`src/rtl/mem_arbiter_pkg.sv`:
```
// Shared constants for the memory arbiter: FSM state encodings, read/write flags
// and the fixed instruction-fetch transfer size.
package mem_arbiter_pkg;

    localparam logic [1:0] ST_IDLE    = 2'd0;
    localparam logic [1:0] ST_BUSY_IF = 2'd1;
    localparam logic [1:0] ST_BUSY_LS = 2'd2;
    localparam logic [1:0] ST_DRAIN   = 2'd3;

    localparam logic FLAG_READ  = 1'b0;
    localparam logic FLAG_WRITE = 1'b1;

    localparam logic [2:0] IF_FETCH_SIZE = 3'd4;

endpackage

```
`src/rtl/mem_arb_slot.sv`:
```
// One pending-request slot: holds a captured request until it is granted,
// cleared, or (for reads) flushed by a rollback.
import mem_arbiter_pkg::*;

module mem_arb_slot #(
    parameter int ADDR_W = 32,
    parameter int DATA_W = 32
) (
    input  logic              clk,
    input  logic              rst,
    input  logic              capture,
    input  logic              clear,
    input  logic              flush_reads,
    input  logic [ADDR_W-1:0] in_addr,
    input  logic [DATA_W-1:0] in_data,
    input  logic              in_wr,
    input  logic [2:0]        in_size,
    output logic              valid,
    output logic [ADDR_W-1:0] addr,
    output logic [DATA_W-1:0] data,
    output logic              wr,
    output logic [2:0]        size
);

    // NOTE: state registers use non-blocking assignments so every flop samples pre-edge values.
    always_ff @(posedge clk or posedge rst) begin
        if (rst) begin
            valid <= 1'b0;
            addr  <= '0;
            data  <= '0;
            wr    <= FLAG_READ;
            size  <= '0;
        end else if (clear || (flush_reads && wr == FLAG_READ)) begin
            valid <= 1'b0;
        end else if (capture) begin
            valid <= 1'b1;
            addr  <= in_addr;
            data  <= in_data;
            wr    <= in_wr;
            size  <= in_size;
        end
    end

endmodule

```
`src/rtl/mem_arbiter.sv`:
```
// Arbitrates the single memory controller between instruction fetch and load/store.
// Optional MEM_ARB_RR_EN selects round-robin instead of fixed LS-over-IF priority.
import mem_arbiter_pkg::*;

module mem_arbiter #(
    parameter int ADDR_W = 32,
    parameter int DATA_W = 32
) (
    input  logic              clk,
    input  logic              rst,
    input  logic              rdy,
    input  logic              if_ena,
    input  logic [ADDR_W-1:0] if_addr,
    input  logic              ls_ena,
    input  logic [ADDR_W-1:0] ls_addr,
    input  logic [DATA_W-1:0] ls_data,
    input  logic              ls_wr_flag,
    input  logic [2:0]        ls_size,
    input  logic              rollback_flag,
    output logic              ok_to_if,
    output logic [DATA_W-1:0] data_to_if,
    output logic              ok_to_ls,
    output logic [DATA_W-1:0] data_to_ls,
    output logic              ena_to_mc,
    output logic [ADDR_W-1:0] addr_to_mc,
    output logic [DATA_W-1:0] data_to_mc,
    output logic              wr_flag_to_mc,
    output logic [2:0]        size_to_mc,
    input  logic              ok_flag_from_mc,
    input  logic [DATA_W-1:0] data_from_mc
);

    logic [1:0]        state;
    logic              cur_wr;

    logic              if_valid, if_q_wr;
    logic [ADDR_W-1:0] if_q_addr;
    logic [DATA_W-1:0] if_q_data;
    logic [2:0]        if_q_size;
    logic              ls_valid, ls_q_wr;
    logic [ADDR_W-1:0] ls_q_addr;
    logic [DATA_W-1:0] ls_q_data;
    logic [2:0]        ls_q_size;

    logic              if_new, ls_new, if_req, ls_req;
    logic              grant_if, grant_ls, pick_ls;
    logic [ADDR_W-1:0] if_eff_addr, ls_eff_addr;
    logic [DATA_W-1:0] if_eff_data, ls_eff_data;
    logic              if_eff_wr, ls_eff_wr;
    logic [2:0]        if_eff_size, ls_eff_size;

    // A pulse is accepted only if that requester has nothing pending or in flight.
    assign if_new = if_ena && !rollback_flag && !if_valid && state != ST_BUSY_IF;
    assign ls_new = ls_ena && !rollback_flag && !ls_valid && state != ST_BUSY_LS;
    assign if_req = (if_valid && !rollback_flag) || if_new;
    assign ls_req = (ls_valid && !(rollback_flag && ls_q_wr == FLAG_READ)) || ls_new;

    assign if_eff_addr = if_valid ? if_q_addr : if_addr;
    assign if_eff_data = if_valid ? if_q_data : '0;
    assign if_eff_wr   = if_valid ? if_q_wr   : FLAG_READ;
    assign if_eff_size = if_valid ? if_q_size : IF_FETCH_SIZE;
    assign ls_eff_addr = ls_valid ? ls_q_addr : ls_addr;
    assign ls_eff_data = ls_valid ? ls_q_data : ls_data;
    assign ls_eff_wr   = ls_valid ? ls_q_wr   : ls_wr_flag;
    assign ls_eff_size = ls_valid ? ls_q_size : ls_size;

`ifdef MEM_ARB_RR_EN
    logic last_grant_ls;

    assign pick_ls = !last_grant_ls;

    always_ff @(posedge clk or posedge rst) begin
        if (rst) begin
            last_grant_ls <= 1'b1;
        end else if (grant_if || grant_ls) begin
            last_grant_ls <= grant_ls;
        end
    end
`else
    assign pick_ls = 1'b1;
`endif

    // NOTE: every always_comb output gets a default first so no latch is inferred.
    always_comb begin
        grant_ls = 1'b0;
        grant_if = 1'b0;
        if (rdy && state == ST_IDLE) begin
            grant_ls = ls_req && (!if_req || pick_ls);
            grant_if = if_req && !grant_ls;
        end
    end

    mem_arb_slot #(.ADDR_W(ADDR_W), .DATA_W(DATA_W)) u_if_slot (
        .clk         (clk),
        .rst         (rst),
        .capture     (rdy && if_new),
        .clear       (rdy && (grant_if || rollback_flag)),
        .flush_reads (1'b0),
        .in_addr     (if_addr),
        .in_data     ('0),
        .in_wr       (FLAG_READ),
        .in_size     (IF_FETCH_SIZE),
        .valid       (if_valid),
        .addr        (if_q_addr),
        .data        (if_q_data),
        .wr          (if_q_wr),
        .size        (if_q_size)
    );

    mem_arb_slot #(.ADDR_W(ADDR_W), .DATA_W(DATA_W)) u_ls_slot (
        .clk         (clk),
        .rst         (rst),
        .capture     (rdy && ls_new),
        .clear       (rdy && grant_ls),
        .flush_reads (rdy && rollback_flag),
        .in_addr     (ls_addr),
        .in_data     (ls_data),
        .in_wr       (ls_wr_flag),
        .in_size     (ls_size),
        .valid       (ls_valid),
        .addr        (ls_q_addr),
        .data        (ls_q_data),
        .wr          (ls_q_wr),
        .size        (ls_q_size)
    );

    always_ff @(posedge clk or posedge rst) begin
        if (rst) begin
            state         <= ST_IDLE;
            cur_wr        <= FLAG_READ;
            ok_to_if      <= 1'b0;
            data_to_if    <= '0;
            ok_to_ls      <= 1'b0;
            data_to_ls    <= '0;
            ena_to_mc     <= 1'b0;
            addr_to_mc    <= '0;
            data_to_mc    <= '0;
            wr_flag_to_mc <= FLAG_READ;
            size_to_mc    <= '0;
        end else begin
            // Pulses last one cycle; they are only ever raised on a ready edge.
            ena_to_mc <= 1'b0;
            ok_to_if  <= 1'b0;
            ok_to_ls  <= 1'b0;
            if (rdy) begin
                case (state)
                    ST_IDLE: begin
                        if (grant_if || grant_ls) begin
                            ena_to_mc     <= 1'b1;
                            addr_to_mc    <= grant_ls ? ls_eff_addr : if_eff_addr;
                            data_to_mc    <= grant_ls ? ls_eff_data : if_eff_data;
                            wr_flag_to_mc <= grant_ls ? ls_eff_wr   : if_eff_wr;
                            size_to_mc    <= grant_ls ? ls_eff_size : if_eff_size;
                            cur_wr        <= grant_ls ? ls_eff_wr   : if_eff_wr;
                            state         <= grant_ls ? ST_BUSY_LS  : ST_BUSY_IF;
                        end
                    end
                    ST_BUSY_IF: begin
                        if (rollback_flag) begin
                            state <= ok_flag_from_mc ? ST_IDLE : ST_DRAIN;
                        end else if (ok_flag_from_mc) begin
                            ok_to_if   <= 1'b1;
                            data_to_if <= data_from_mc;
                            state      <= ST_IDLE;
                        end
                    end
                    ST_BUSY_LS: begin
                        // An in-flight store survives rollback; only loads are squashed.
                        if (rollback_flag && cur_wr == FLAG_READ) begin
                            state <= ok_flag_from_mc ? ST_IDLE : ST_DRAIN;
                        end else if (ok_flag_from_mc) begin
                            ok_to_ls   <= 1'b1;
                            data_to_ls <= data_from_mc;
                            state      <= ST_IDLE;
                        end
                    end
                    default: begin
                        if (ok_flag_from_mc) begin
                            state <= ST_IDLE;
                        end
                    end
                endcase
            end
        end
    end

endmodule
```
`config.mk`:
```
export PLATFORM = sky130hd
export DESIGN_NAME = mem_arbiter
export DESIGN_NICKNAME = d
export VERILOG_FILES = /design/src/rtl/mem_arbiter_pkg.sv /design/src/rtl/mem_arb_slot.sv /design/src/rtl/mem_arbiter.sv
export SDC_FILE = /design/constraint.sdc
export NUM_CORES = 1
export LEC_CHECK = 0
export ABC_AREA = 1
export ABC_CLOCK_PERIOD_IN_PS = 15900
export CAP_MARGIN = 20
export CORE_MARGIN = 2
export CORE_UTILIZATION = 53
export CTS_CLUSTER_SIZE = 24
export DETAILED_ROUTE_END_ITERATION = 7
export PLACE_DENSITY = 0.94
export REMOVE_ABC_BUFFERS = 1
export SLEW_MARGIN = 0
export SYNTH_ARGS = -nofsm -noshare
export SYNTH_HDL_FRONTEND = slang
export SYNTH_SLANG_ARGS = --single-unit
```
`constraint.sdc`:
```
create_clock -name clk -period 15.9 [get_ports clk]
set_input_delay 1.59 -clock clk [delete_from_list [all_inputs] [get_ports clk]]
set_output_delay 1.59 -clock clk [all_outputs]
set_load 0.02 [all_outputs]
```
==> key figures, run 1 <==
Cells and area
  – Finished Layout Cells: 1820
  – Final Core Density: 72.9%
  – Nets: 1676
  – Layout cells sized above 1: 5.79%
  – Layout area overhead: 33.7%
  – Antenna cell count: 0
  – Fillers: 1281

Die
  – I/O pins: between 200 and 300
  – Full die area: 0.0213 sq mm
  – Die width: about 150 um
  – Initial Util: 54.5%
  – Core area: 0.0196 sq mm
  – Die Y: 146 um
  – Row count: 51

Clocking
  – Cts bufs inserted: 25
  – Root Driver: clkbuf_16
  – Bufs on Longest Clock Path: 3
  – CTS tree: built
  – Post_cts resized: 0
  – Post-CTS Setup Inserts: 0
  – Clk slew on worst S/H paths: 60 ps
  – Clock Latency Late Sink: 520 ps
  – H-tree levels: 1
  – # hold bufs at CTS: 0
  – Sink Count: 240

Yosys
  – Mapped Cells: 1310
  – Post-synth top area share: 56.3%
  – Synth Area per Inst: 8.15 sq um
  – Post-synth EDFFs: 0
  – Most numerous cell in the Yosys netlist: nand2_1
  – Area contributors post-synth: dfrtp_1, nand2_1, o21ai_0
  – Synth async-reset ratio: 100%
  – YS warnings: 0
  – Post-synthesis sequential area ratio: 56.3%
  – Synthesized flop and latch total: 240
  – Mapped Area: ~0.011 sq mm
  – Netlist cell types: 25
  – Ys flop type: dfrtp_1
  – Dominant cell type by area after synthesis: dfrtp_1
  – Commonest cells post-synth: nand2_1, dfrtp_1, o21ai_0

Setup path
  – Largest stage delay on the critical path: 710 ps
  – Worst-path cell chain: clkdlybuf4s50_1, inv_2, o21ai_4, nand2_2, nand2_2, nand3_4, buf_4, nand2_1, o21ai_0
  – Crit path DAT: 4930 ps
  – Crit-path most repeated cell: nand2_2
  – CP required: ~16000 ps
  – Critical Path Stages: 9
  – Worst r2r dst: u_ls_slot.size[1]
  – Worst r2r path cells: 7
  – Setup slack, reg-to-reg: 12430 ps
  – CP Launch Type: input port
  – WS Path Type: in -> reg
  – Worst-path fanout max: 76
  – Largest delay contributor family on the critical path: simple AND/OR/NAND/NOR gates
  – Worst Path Buf+Inv: 3
  – R2R Path Start: u_ls_slot.valid
  – CP Capture Type: flip-flop
  – Slowest cell on crit path: nand3_4

STA
  – RSZ-0062 raised after global routing: no
  – Max-slew headroom: 33.2%
  – Clock Skews: 12.5 ps
  – Slew Viols, Final: 0
  – Total negative slack: 0 ps
  – Fmax: 219 MHz
  – Worst Max-Slew Pin Slew: between 1000 and 1500 ps
  – PnR worst setup slack: 11330 ps
  – Tcrit/Tclk final: approximately 29%
  – Endpoints failing hold: 0
  – Final setup fails: 0
  – Period minus WS final: 4570 ps

Worst hold path
  – Min-Delay Path Depth: 2
  – Hold wc startpoint: u_if_slot.size[2]
  – Worst Hold Path EP: u_if_slot.size[2]
  – Worst hold path class: reg -> reg

Place
  – DP Worst Slack: 10840 ps
  – Final Wtd Congestion: 0.853
  – Cell count after placement: 1775
  – Port Buffers: about 270
  – Post-DP HPWL: approximately 20 mm

Global routing
  – Largest net degree at the start of global routing: roughly 110
  – Initial antenna violation count: 0
  – Vias in the first global route: 9716
  – First-pass GRT wire length: 50.7 mm
  – Total gr overflow: 0
  – Global router's overall resource usage: 29.3%

Route
  – Routed length per instance: 17.2 um
  – Via density: 5.41
  – Final WL: 31.4 mm
  – Routed Antenna Nets: 0
  – First-pass DRT Iterations: 6
  – # DRC: 0
  – Initial DRC count: about 880
  – Vias: 9849

Outcome
  – Status: completed

Power
  – Total power: 2.78 mW
  – Power per standard cell area: 195 mW/mm^2
  – Pleak: approximately 7 nW
  – Maximum VDD drop: 0.103 mV

Flow run
  – Max Cap Viol: 0
==> flip-flops by register name, summed over array words and instances, names as in the netlist, 2 cells and up <==
name,cells
addr_to_mc,32
data_to_if,32
data_to_ls,32
data_to_mc,32
u_if_slot.addr,32
u_ls_slot.addr,32
u_ls_slot.data,32
size_to_mc,3
u_ls_slot.size,3
state,2
==> cell type report <==
cell class / count / area [sq um] / area share [%]
clock buffer: 31 / 678 / 4.75
clock inverter: 14 / 211 / 1.48
inverter: 116 / 443 / 3.10
multi-input combinational: 873 / 3810 / 26.7
sequential: 240 / 6010 / 42.1
tap: 265 / 332 / 2.32
timing repair buffer: 281 / 2790 / 19.6
==> layer usage <==
metal | share of wire, % | routed length, um | GRT usage (%)
met1 | 37 | 11700 | 37.5
met2 | 51 | 15900 | 51.3
met3 | 9.6 | 3020 | 5.39
met4 | 2.6 | 809 | 7.94
met5 | 0 | 0 | 0
==> worst register-to-register path, stage by stage, from the launching register on <==
cell and delay, ps:
dfrtp_4 650, nor2_1 210, nand3_2 150, nand2_2 100, nand2_2 480, nand3_4 690
buf_4 790, o21ai_0 250
==> how the worst max path moves through the flow <==
stage / from / end / slack (ps)
2_1_floorplan: rst / addr_to_mc[0] / 7720
3_3_place_gp: rollback_flag / u_ls_slot.data[29] / 10990
3_5_place_dp: rollback_flag / u_ls_slot.size[0] / 10840
4_1_cts: rollback_flag / u_ls_slot.size[1] / 11370
5_1_grt: rollback_flag / u_ls_slot.wr / 11040
6_report: rollback_flag / u_ls_slot.size[0] / 11330
==> logic make-up (layout without fill, tap and decap cells) <==
family / after synthesis / in the layout / synth area share [%]
AO/OA/AOI/OAI: 208 / 208 / 10.3
buffers and inverters: 197 / 442 / 8.11
flip-flops: 240 / 240 / 56.3
AND/OR/NAND/NOR: 665 / 665 / 25.3
==> metrics by stage <==
stage | hold WS, ps | cell area (sq um)
after floorplan | 435 | 10200
after global placement | 452 | 13400
after detailed placement | 454 | 13400
after CTS | 470 | 14300
after global routing | 486 | 14300
final | 465 | 14300
==> report_power, final <==
group / total (mW) / internal, mW / switching [mW]
clock: 0.635 / 0.386 / 0.249
sequential: 1.08 / 0.889 / 0.189
combinational: 1.06 / 0.449 / 0.616
==> layout by cell type (no fill, tap or decap), types with 2 or more instances in the layout <==
cell	Yosys	final
nand2_1	537	537
clkdlybuf4s50_1	0	273
dfrtp_1	240	239
o21ai_0	173	173
inv_1	108	107
nand3_1	101	101
clkbuf_16	0	25
o21ai_1	20	20
nand2_2	14	14
o21ai_2	11	11
inv_2	8	8
buf_4	8	8
nor2_1	7	7
clkinv_2	0	5
bufinv_16	0	5
clkbuf_1	31	3
clkbuf_8	0	3
nand3_4	1	2
nor3_1	2	2
inv_8	0	2
inv_6	0	2
No activity file was read; power rests on OpenSTA's default activity.
==> inputs of run 2 (changes only) <==
- ABC_CLOCK_PERIOD_IN_PS: 15900 -> 4400
- CORE_UTILIZATION: 53 -> 49
- PLACE_DENSITY: 0.94 -> 0.88
- clock period: 15.9 -> 4.4 ns (I/O delays scaled with it)
==> run 2 against run 1 <==
- clock skew shrank 2.3 ps
- sequential cell count is the same
- combinational power grew to 3.6 times the previous value
- non-clock buffer count grew 4
- critical path depth shrank 1
- sequential share of layout area shrank 0.059 points
- setup slack lost 9800 ps
- utilization shrank 5.5 points
- die area grew 7.9%
- first-iteration DRC count shrank 30%
- cell area grew 0.14%
- final cell count grew 0.93%
- critical endpoint is now u_if_slot.size[2]
- largest power group unchanged
==> key figures, run 2 (synthesis gave the netlist of run 1 again) <==
Clocking
  – Post_cts resized: 0 (unchanged)
  – Clock Latency Late Sink: 520 ps (about the same)
  – CTS tree: built (unchanged)
  – # hold bufs at CTS: 0 (unchanged)
  – Post-CTS Setup Inserts: 0 (unchanged)
  – Bufs on Longest Clock Path: 3 (unchanged)
  – Root Driver: clkbuf_16 (unchanged)
  – Cts bufs inserted: 26 (was 25)
  – Sink Count: 240 (unchanged)
  – Clk slew on worst S/H paths: 60 ps (about the same)
  – H-tree levels: 1 (unchanged)

Global routing
  – Global router's overall resource usage: 24.6% (was 29.3%)
  – Busiest grt layer: met2 (unchanged)
  – Vias in the first global route: 8971 (was 9716)
  – Total gr overflow: 0 (unchanged)
  – First-pass GRT wire length: 45.0 mm (was 50.7 mm)
  – Initial antenna violation count: 1 (was 0)
  – Global Route met1 Usage: 33.2% (was 37.5%)
  – Met3 GRT Util: 3.08% (was 5.39%)
  – Met2 usage: 41.4% (was 51.3%)
  – Largest net degree at the start of global routing: 137 (was 112)

Die
  – Row count: 53 (was 51)
  – Die Y: 152 um (was 146 um)
  – Full die area: 0.0230 sq mm (was 0.0213 sq mm)
  – Core area: 0.0212 sq mm (was 0.0196 sq mm)
  – I/O pins: 274 (unchanged)
  – Die width: 152 um (was 146 um)
  – Initial Util: 50.3% (was 54.5%)

Setup path
  – Setup slack, reg-to-reg: 1490 ps (was 12430 ps)
  – Worst-path cell chain: nor2_1, nand2_1, nor2_1, nand2_1, inv_2, nand3_4, nand2_2, nand2_1 (was clkdlybuf4s50_1, inv_2, o21ai_4, nand2_2, nand2_2, nand3_4, buf_4, nand2_1, o21ai_0)
  – CP required: 4770 ps (was 16260 ps)
  – Crit path DAT: 3270 ps (was 4930 ps)
  – Worst-path fanout max: 34 (was 76)
  – Crit-path most repeated cell: nand2_1 (was nand2_2)
  – CP Launch Type: flip-flop (was input port)
  – Slowest cell on crit path: nand2_2 (was nand3_4)
  – WS Path Type: reg -> reg (was in -> reg)
  – CP Capture Type: flip-flop (unchanged)
  – Largest stage delay on the critical path: 650 ps (was 710 ps)

STA
  – Tcrit/Tclk final: between 60% and 70%
  – Fmax: 344 MHz
  – Worst Max-Slew Pin Slew: 1020 ps (was 1000 ps)
  – Final setup fails: 0 (unchanged)
  – RSZ-0062 raised after global routing: no (unchanged)
  – Total negative slack: 0 ps (unchanged)
  – Clock Skews: 10.1 ps (was 12.5 ps)
  – Max-slew headroom: 32.0% (was 33.2%)
  – Period minus WS final: 2910 ps
  – Slew Viols, Final: 0 (unchanged)
  – Fin Hold WS: 467 ps (was 465 ps)
  – Endpoints failing hold: 0 (unchanged)

Route
  – Vias: 9438 (was 9849)
  – Via density: 5.14 (was 5.41)
  – Routed Antenna Nets: 0 (unchanged)
  – # DRC: 0 (unchanged)
  – First-pass DRT Iterations: 5 (was 6)
  – Initial DRC count: 612 (was 875)
  – Final WL: 28.7 mm (was 31.4 mm)
  – Routed length per instance: 15.6 um (was 17.2 um)

Outcome
  – Status: completed (unchanged)

Cells and area
  – Nets: 1681 (was 1676)
  – Final Core Density: 67.4% (was 72.9%)
  – Fillers: 1641 (was 1281)
  – Layout area overhead: 33.9% (was 33.7%)
  – Most frequent cells in the layout: nand2_1, clkdlybuf4s50_1, dfrtp_1, o21ai_0, inv_1 (unchanged)
  – Design Area, Final: 0.0143 sq mm (about the same)
  – Most common cell after layout, fill and taps aside: nand2_1 (unchanged)
  – Layout cells sized above 1: 5.89% (was 5.79%)

Power
  – Power per standard cell area: 681 mW/mm^2 (was 195 mW/mm^2)
  – Total power: 9.73 mW (was 2.78 mW)
  – Pleak: 7.06 nW (was 7.05 nW)
  – Maximum VDD drop: 0.325 mV (was 0.103 mV)

Place
  – Post-DP HPWL: 18.8 mm (was 19.9 mm)
  – Port Buffers: 273 (unchanged)
  – DP Area: 0.0135 sq mm (was 0.0134 sq mm)
  – Final Wtd Congestion: 0.771 (was 0.853)

Worst hold path
  – Worst hold path class: reg -> reg (unchanged)

Flow run
  – Max Cap Viol: 0 (unchanged)
## run 2: changes by cell type in the layout (fill, tap and decap cells not counted), sizes merged
cell      previous run  this run
buf                  8        12
inv                119       117
clkbuf              31        39
clkinv               5         6
clkinvlp             1         0
diode                0         1
bufinv               5         1
## run 2: worst max-delay path, delay by kind of cell (launching register included)
kind                   cells  cell delay, ps
buffers and inverters      1             510
flip-flops                 1             440
AND/OR/NAND/NOR            7            1770
## run 2: power breakdown
part	internal (mW)	switching [mW]	total (mW)	leakage [nW]
Sequential	3.21	0.594	3.81	3.03
Combinational	1.64	2.16	3.79	3.61
Clock	1.27	0.866	2.13	0.419
Total	6.12	3.62	9.73	7.06
## run 2: per-layer routing
layer / wire [um] / share of wire (%)
met1: 12000 / 42
met2: 14100 / 49
met3: 1660 / 5.8
met4: 982 / 3.4
met5: 0 / 0
## run 2: final cells by class
| type | instances | area (sq um) | share of cell area (%) |
|---|---|---|---|
| multi-input cells | 873 | 3810 | 26.6 |
| diodes | 1 | 2.50 | 0.0175 |
| repair buffers | 285 | 2850 | 19.9 |
| clock inverters | 8 | 68.8 | 0.481 |
| clock buffers | 39 | 771 | 5.39 |
| inverters | 116 | 443 | 3.10 |
| flip-flops and latches | 240 | 6010 | 42.0 |
| well taps | 275 | 344 | 2.41 |
## run 2: worst paths after layout
kind,from,end,depth (start not counted)
setup / recovery,state[1],u_if_slot.size[2],8
hold / removal,data_to_mc[18],data_to_mc[18],2
setup reg to reg,state[1],u_if_slot.size[2],8
hold reg to reg,data_to_mc[18],data_to_mc[18],2
max in group asynchronous,rst,u_ls_slot.addr[30],3
min in group asynchronous,rst,data_to_mc[4],2
## run 2: per-stage QoR
stage,std cells,setup WS [ps]
after global routing,1837,1190
after global placement,1789,1190
final,1837,1490
after detailed placement,1789,1060
after floorplan,1229,-2630
after CTS,1836,1500
